`config.mk`:
```
export PLATFORM = sky130hd
export DESIGN_NAME = pulse_train_analyzer
export DESIGN_NICKNAME = d
export VERILOG_FILES = /design/src/rtl/pulse_train_analyzer.sv
export SDC_FILE = /design/constraint.sdc
export NUM_CORES = 1
export LEC_CHECK = 0
export CORE_ASPECT_RATIO = 1.4
export CORE_MARGIN = 4
export CORE_UTILIZATION = 36
export CTS_CLUSTER_SIZE = 30
export DETAILED_ROUTE_END_ITERATION = 7
export GPL_TIMING_DRIVEN = 0
export SKIP_LAST_GASP = 1
export SLEW_MARGIN = 5
export SYNTH_ARGS = -nofsm -noshare
export SYNTH_HDL_FRONTEND = slang
export SYNTH_SLANG_ARGS = --single-unit
```
`constraint.sdc`:
```
create_clock -name clk -period 10.7 [get_ports clk]
set_clock_uncertainty 0.05 [all_clocks]
set_input_delay 2.14 -clock clk [delete_from_list [all_inputs] [get_ports clk]]
set_output_delay 2.14 -clock clk [all_outputs]
set_load 0.005 [all_outputs]
```
`src/rtl/pulse_train_analyzer.sv`:
```
`default_nettype none
// ============================================================================
//  Module   : pulse_train_analyzer
//  Purpose  : Measures high time and rise-to-rise period of an asynchronous
//             pulse train in clk cycles. Reports results with a one-cycle
//             valid strobe, counts completed periods, flags timeouts and
//             keeps a sticky overflow flag for saturated measurements.
//  Revision : 1.0 - initial release
// ============================================================================
module pulse_train_analyzer #(
  parameter int CNT_W = 16
) (
  input  logic             clk,
  input  logic             reset,
  input  logic             enable,
  input  logic             pulse_in,
  output logic [CNT_W-1:0] meas_width,
  output logic [CNT_W-1:0] meas_period,
  output logic             meas_valid,
  output logic [CNT_W-1:0] pulse_count,
  output logic             timeout,
  output logic             overflow
);

  // FSM encoding
  localparam logic [1:0] ST_IDLE = 2'd0;
  localparam logic [1:0] ST_ARM  = 2'd1;
  localparam logic [1:0] ST_HIGH = 2'd2;
  localparam logic [1:0] ST_LOW  = 2'd3;

  localparam logic [CNT_W-1:0] CNT_MAX  = {CNT_W{1'b1}};
  localparam logic [CNT_W-1:0] CNT_ONE  = {{(CNT_W-1){1'b0}}, 1'b1};
  localparam logic [CNT_W-1:0] CNT_ZERO = {CNT_W{1'b0}};

  // Synchronizer and edge-detect flops
  logic             r_meta;
  logic             r_sync;
  logic             r_sync_d;

  // Measurement state
  logic [1:0]       r_state;
  logic [CNT_W-1:0] r_cnt_hi;
  logic [CNT_W-1:0] r_cnt_per;
  logic [CNT_W-1:0] r_hi_len;

  // Result registers
  logic [CNT_W-1:0] r_meas_width;
  logic [CNT_W-1:0] r_meas_period;
  logic             r_meas_valid;
  logic [CNT_W-1:0] r_pulse_count;
  logic             r_timeout;
  logic             r_overflow;

  // Combinational helpers
  logic             w_rise;
  logic             w_fall;
  logic             w_per_sat;
  logic [CNT_W-1:0] w_cnt_hi_inc;
  logic [CNT_W-1:0] w_cnt_per_inc;

  // Two-flop synchronizer followed by a registered copy for edge detection
  always_ff @(posedge clk or posedge reset) begin
    if (reset) begin
      r_meta   <= 1'b0;
      r_sync   <= 1'b0;
      r_sync_d <= 1'b0;
    end else begin
      r_meta   <= pulse_in;
      r_sync   <= r_meta;
      r_sync_d <= r_sync;
    end
  end

  // Edge detection and saturating increments
  always_comb begin
    w_rise        = r_sync & ~r_sync_d;
    w_fall        = ~r_sync & r_sync_d;
    w_per_sat     = (r_cnt_per == CNT_MAX);
    w_cnt_hi_inc  = (r_cnt_hi  == CNT_MAX) ? r_cnt_hi  : (r_cnt_hi  + CNT_ONE);
    w_cnt_per_inc = (r_cnt_per == CNT_MAX) ? r_cnt_per : (r_cnt_per + CNT_ONE);
  end

  // Measurement FSM: counters, result capture, strobes and status flags.
  // Both edges pass through the same synchronizer delay, so edge-to-edge
  // counts are unbiased by the detection latency.
  always_ff @(posedge clk or posedge reset) begin
    if (reset) begin
      r_state       <= ST_IDLE;
      r_cnt_hi      <= CNT_ZERO;
      r_cnt_per     <= CNT_ZERO;
      r_hi_len      <= CNT_ZERO;
      r_meas_width  <= CNT_ZERO;
      r_meas_period <= CNT_ZERO;
      r_meas_valid  <= 1'b0;
      r_pulse_count <= CNT_ZERO;
      r_timeout     <= 1'b0;
      r_overflow    <= 1'b0;
    end else begin
      // Strobes default low every cycle
      r_meas_valid <= 1'b0;
      r_timeout    <= 1'b0;

      if (!enable) begin
        // Disabled: drop any partial measurement, hold reported results
        r_state   <= ST_IDLE;
        r_cnt_hi  <= CNT_ZERO;
        r_cnt_per <= CNT_ZERO;
        r_hi_len  <= CNT_ZERO;
      end else begin
        case (r_state)
          ST_IDLE: begin
            // A fresh enable starts a new session with clean status
            r_state       <= ST_ARM;
            r_overflow    <= 1'b0;
            r_pulse_count <= CNT_ZERO;
          end

          ST_ARM: begin
            // Only a full rising edge starts a measurement
            if (w_rise) begin
              r_state   <= ST_HIGH;
              r_cnt_hi  <= CNT_ONE;
              r_cnt_per <= CNT_ONE;
            end
          end

          ST_HIGH: begin
            if (w_per_sat) begin
              r_timeout  <= 1'b1;
              r_overflow <= 1'b1;
              r_state    <= ST_ARM;
              r_cnt_hi   <= CNT_ZERO;
              r_cnt_per  <= CNT_ZERO;
            end else begin
              r_cnt_hi  <= w_cnt_hi_inc;
              r_cnt_per <= w_cnt_per_inc;
              if (w_fall) begin
                r_hi_len <= r_cnt_hi;
                r_state  <= ST_LOW;
              end
            end
          end

          ST_LOW: begin
            if (w_per_sat) begin
              r_timeout  <= 1'b1;
              r_overflow <= 1'b1;
              r_state    <= ST_ARM;
              r_cnt_hi   <= CNT_ZERO;
              r_cnt_per  <= CNT_ZERO;
            end else if (w_rise) begin
              // Rise closes the current period and opens the next one
              r_meas_width  <= r_hi_len;
              r_meas_period <= r_cnt_per;
              r_meas_valid  <= 1'b1;
              r_pulse_count <= r_pulse_count + CNT_ONE;
              r_cnt_hi      <= CNT_ONE;
              r_cnt_per     <= CNT_ONE;
              r_state       <= ST_HIGH;
            end else begin
              r_cnt_per <= w_cnt_per_inc;
            end
          end

          default: begin
            r_state <= ST_IDLE;
          end
        endcase
      end
    end
  end

  // Output drive
  assign meas_width  = r_meas_width;
  assign meas_period = r_meas_period;
  assign meas_valid  = r_meas_valid;
  assign pulse_count = r_pulse_count;
  assign timeout     = r_timeout;
  assign overflow    = r_overflow;

endmodule
`default_nettype wire
```
==> results_dict.tcl <==
set metrics [dict create \
    vias 4227 \
    ys_warn_count 0 \
    pwr-share-seq 0.522 \
    cap_viol_max_count 0 \
    syn_inst 546 \
    syn_nets 553 \
    multiInputGateArea_sq_mm 0.00216 \
    grt_max_degree 61 \
    nNetsFinal 618 \
    timing.fmax_ghz 0.274 \
    clk_latency_ns 0.36 \
    postSynthAreaPerCell_sq_um 9.10 \
    ant_nets 0 \
    clkSinkCount 104 \
    grt_pass1_wl_microns 21700 \
    slowest_stage "a21boi_0" \
    leakage_nw 2.64 \
    antenna_cells 0 \
    min_path_type "reg -> reg" \
    synth_common_cells "nand2_1, dfrtp_1, nor2_1" \
    hpwl_microns 9130 \
    crit_path_frequent_cell "clkbuf_1" \
    pin_count 55 \
    antenna_found_initial 0 \
    cts-hold-fix-buffers 0 \
    min_period_ns 3.65 \
    clock-root-buffer "clkbuf_16" \
    cp_cell_sequence "clkbuf_1 > nand2_1 > nor2_1 > a21boi_0 > clkbuf_1 > o21ai_0 > a31oi_1" \
    p_int_mw 0.568 \
    yosys.area.top_type "dfrtp_1" \
    finalCritPeriodShare 0.341 \
    p_total_mw 0.763 \
    drt_first_iter_violations 203 \
    avgRoutedWirePerCell_microns 16.0 \
    routabilityCongestion 0.886 \
    ys_ff_latch 104 \
    ir_drop_mv 0.0706 \
    status "completed" \
    vias_per_cell 5.30 \
    required_ns 10.92 \
    grt-ovfl-total 0 \
    post_cts_buffers 0 \
    drt-total-wl_microns 12700 \
    route.detailed.drc 0 \
    cts_buffer_depth 2 \
    synth_area_sq_mm 0.00497 \
    switching_share 0.256 \
    die-area_sq_mm 0.0158 \
    critical_path_class "in -> reg" \
    slew_headroom 0.388 \
    clkPwrFrac 0.429 \
    firstDrtPassIters 5 \
    synthMostInstantiatedCell "nand2_1" \
    cts-resized-gates 0 \
    finalHoldViolations 0 \
    worstMarginPinSlew_ns 0.911 \
    final_util 0.450 \
    ys_seq_area_frac 0.524 \
    row_count 50 \
    fillers 1338 \
    htree_levels 3 \
    arrival_ns 3.87 \
    clk_pin_slew_ns 0.07 \
    critPathMaxFanout 10 \
    finalSetupViolations 0 \
    grt_use_total 0.169 \
    start_util 0.370 \
    crit_path_end_kind "register" \
    ys.flop_type "dfrtp_1" \
    core-area_sq_mm 0.0135 \
    p_sw_mw 0.195 \
    grt_pass1_vias 4362 \
    regArea_sq_mm 0.00260 \
    drive_gt1_frac 0.0568 \
    numCtsBuffers 9 \
    synth_enable_flop_cells 0 \
    p_per_area_mw_per_mm2 126 \
    synthArstFlopShare 1.00 \
    die_x_microns 107 \
    die_y_microns 147 \
    cts_tree "built" \
    slew_violations 0 \
    synth.distinct_cells 53 \
    synthTopCellsByArea "dfrtp_1, nand2_1, mux2i_1, a21oi_1, o21ai_0" \
    startpoint_type "input pin" \
    netlist.area_leader.share 0.524 \
    rsz0062_at_grt "false" \
    port_buffers 53 \
    power_frac_comb 0.050 \
    area_growth_pct 21.7 \
    tns_ns 0 \
    max_stage_delay_ns 0.48 \
]
[cell usage in the layout, fill, tap and decap left out, drive strengths merged, types with 11 or more instances in the layout]
cell type and instances:
clkbuf 26, dfrtp 104, nand3 27, or3 12, nand4 13, a21oi 31
nand2 126, nor2 33, o21ai 35, inv 26, mux2i 16, o211ai 11
clkdlybuf4s50 53
[cell type report]
cell class	count	share of cell area
well taps	182	0.0376
plain buffers	25	0.0203
multi-input cells	394	0.357
inverters	23	0.0147
flip-flops and latches	104	0.430
clock inverters	7	0.0108
repair buffers	54	0.0922
clock buffers	9	0.0372
[kinds of logic (layout without fill, tap and decap cells)]
| group | after synthesis | after routing | synth area share |
|---|---|---|---|
| flip-flops | 104 | 104 | 0.524 |
| buffers and inverters | 48 | 118 | 0.0420 |
| AO/OA/AOI/OAI | 118 | 118 | 0.151 |
| adder cells (fa/ha/maj) | 3 | 3 | 0.00755 |
| AND/OR/NAND/NOR | 250 | 250 | 0.231 |
| multiplexers | 16 | 16 | 0.0322 |
| XOR/XNOR | 7 | 7 | 0.0123 |
[flip-flops by register name (all words and copies together), names as in the netlist, 2 cells and up]
register     count
meas_width      16
pulse_count     16
meas_period     16
r_cnt_per       16
r_hi_len        16
r_state          2
r_cnt_hi        16
[worst max-delay path, delay by kind of cell]
family	cells	cell delay (ns)
AO/OA/AOI/OAI	3	0.83
AND/OR/NAND/NOR	2	0.27
buffers and inverters	2	0.63
[worst paths after layout]
kind | from | endpoint | slack (ns) | cells past startpoint
setup / recovery | enable | r_cnt_per[8] | 7.05 | 7
max in group asynchronous | reset | r_meta | 7.74 | 3
setup reg to reg | r_cnt_per[0] | r_cnt_hi[8] | 7.74 | 7
hold / removal | r_meta | r_sync | 0.30 | 0
hold reg to reg | r_meta | r_sync | 0.30 | 0
min in group asynchronous | reset | meas_width[4] | 2.15 | 2
[routing by layer]
layer	global-route usage	vias to the layer above	share of wire
met5	0	-	0
met4	0.0569	0	0.017
met3	0.0343	18	0.042
met2	0.286	116	0.51
met1	0.214	2031	0.43
li1	-	2062	-
[metrics by stage]
| stage | instances | area, sq um | hold slack, ns | setup slack (ns) |
|---|---|---|---|---|
| 3_3_place_gp | 781 | 5730 | 0.289 | 4.21 |
| 5_1_grt | 798 | 6050 | 0.318 | 6.92 |
| 2_1_floorplan | 546 | 4970 | 0.281 | 5.78 |
| 3_5_place_dp | 782 | 5760 | 0.290 | 6.73 |
| 6_report | 798 | 6050 | 0.302 | 7.05 |
| 4_1_cts | 798 | 6050 | 0.307 | 7.08 |
[power groups by stage]
stage	logic (mW)	clock network, mW	registers [mW]
after floorplan	0.0243	0	0.405
after global placement	0.0362	0	0.406
after detailed placement	0.0385	0	0.406
after CTS	0.0386	0.332	0.398
after global routing	0.0427	0.348	0.399
final	0.0379	0.327	0.398
Note: power is estimated with default switching activity, not from simulation.
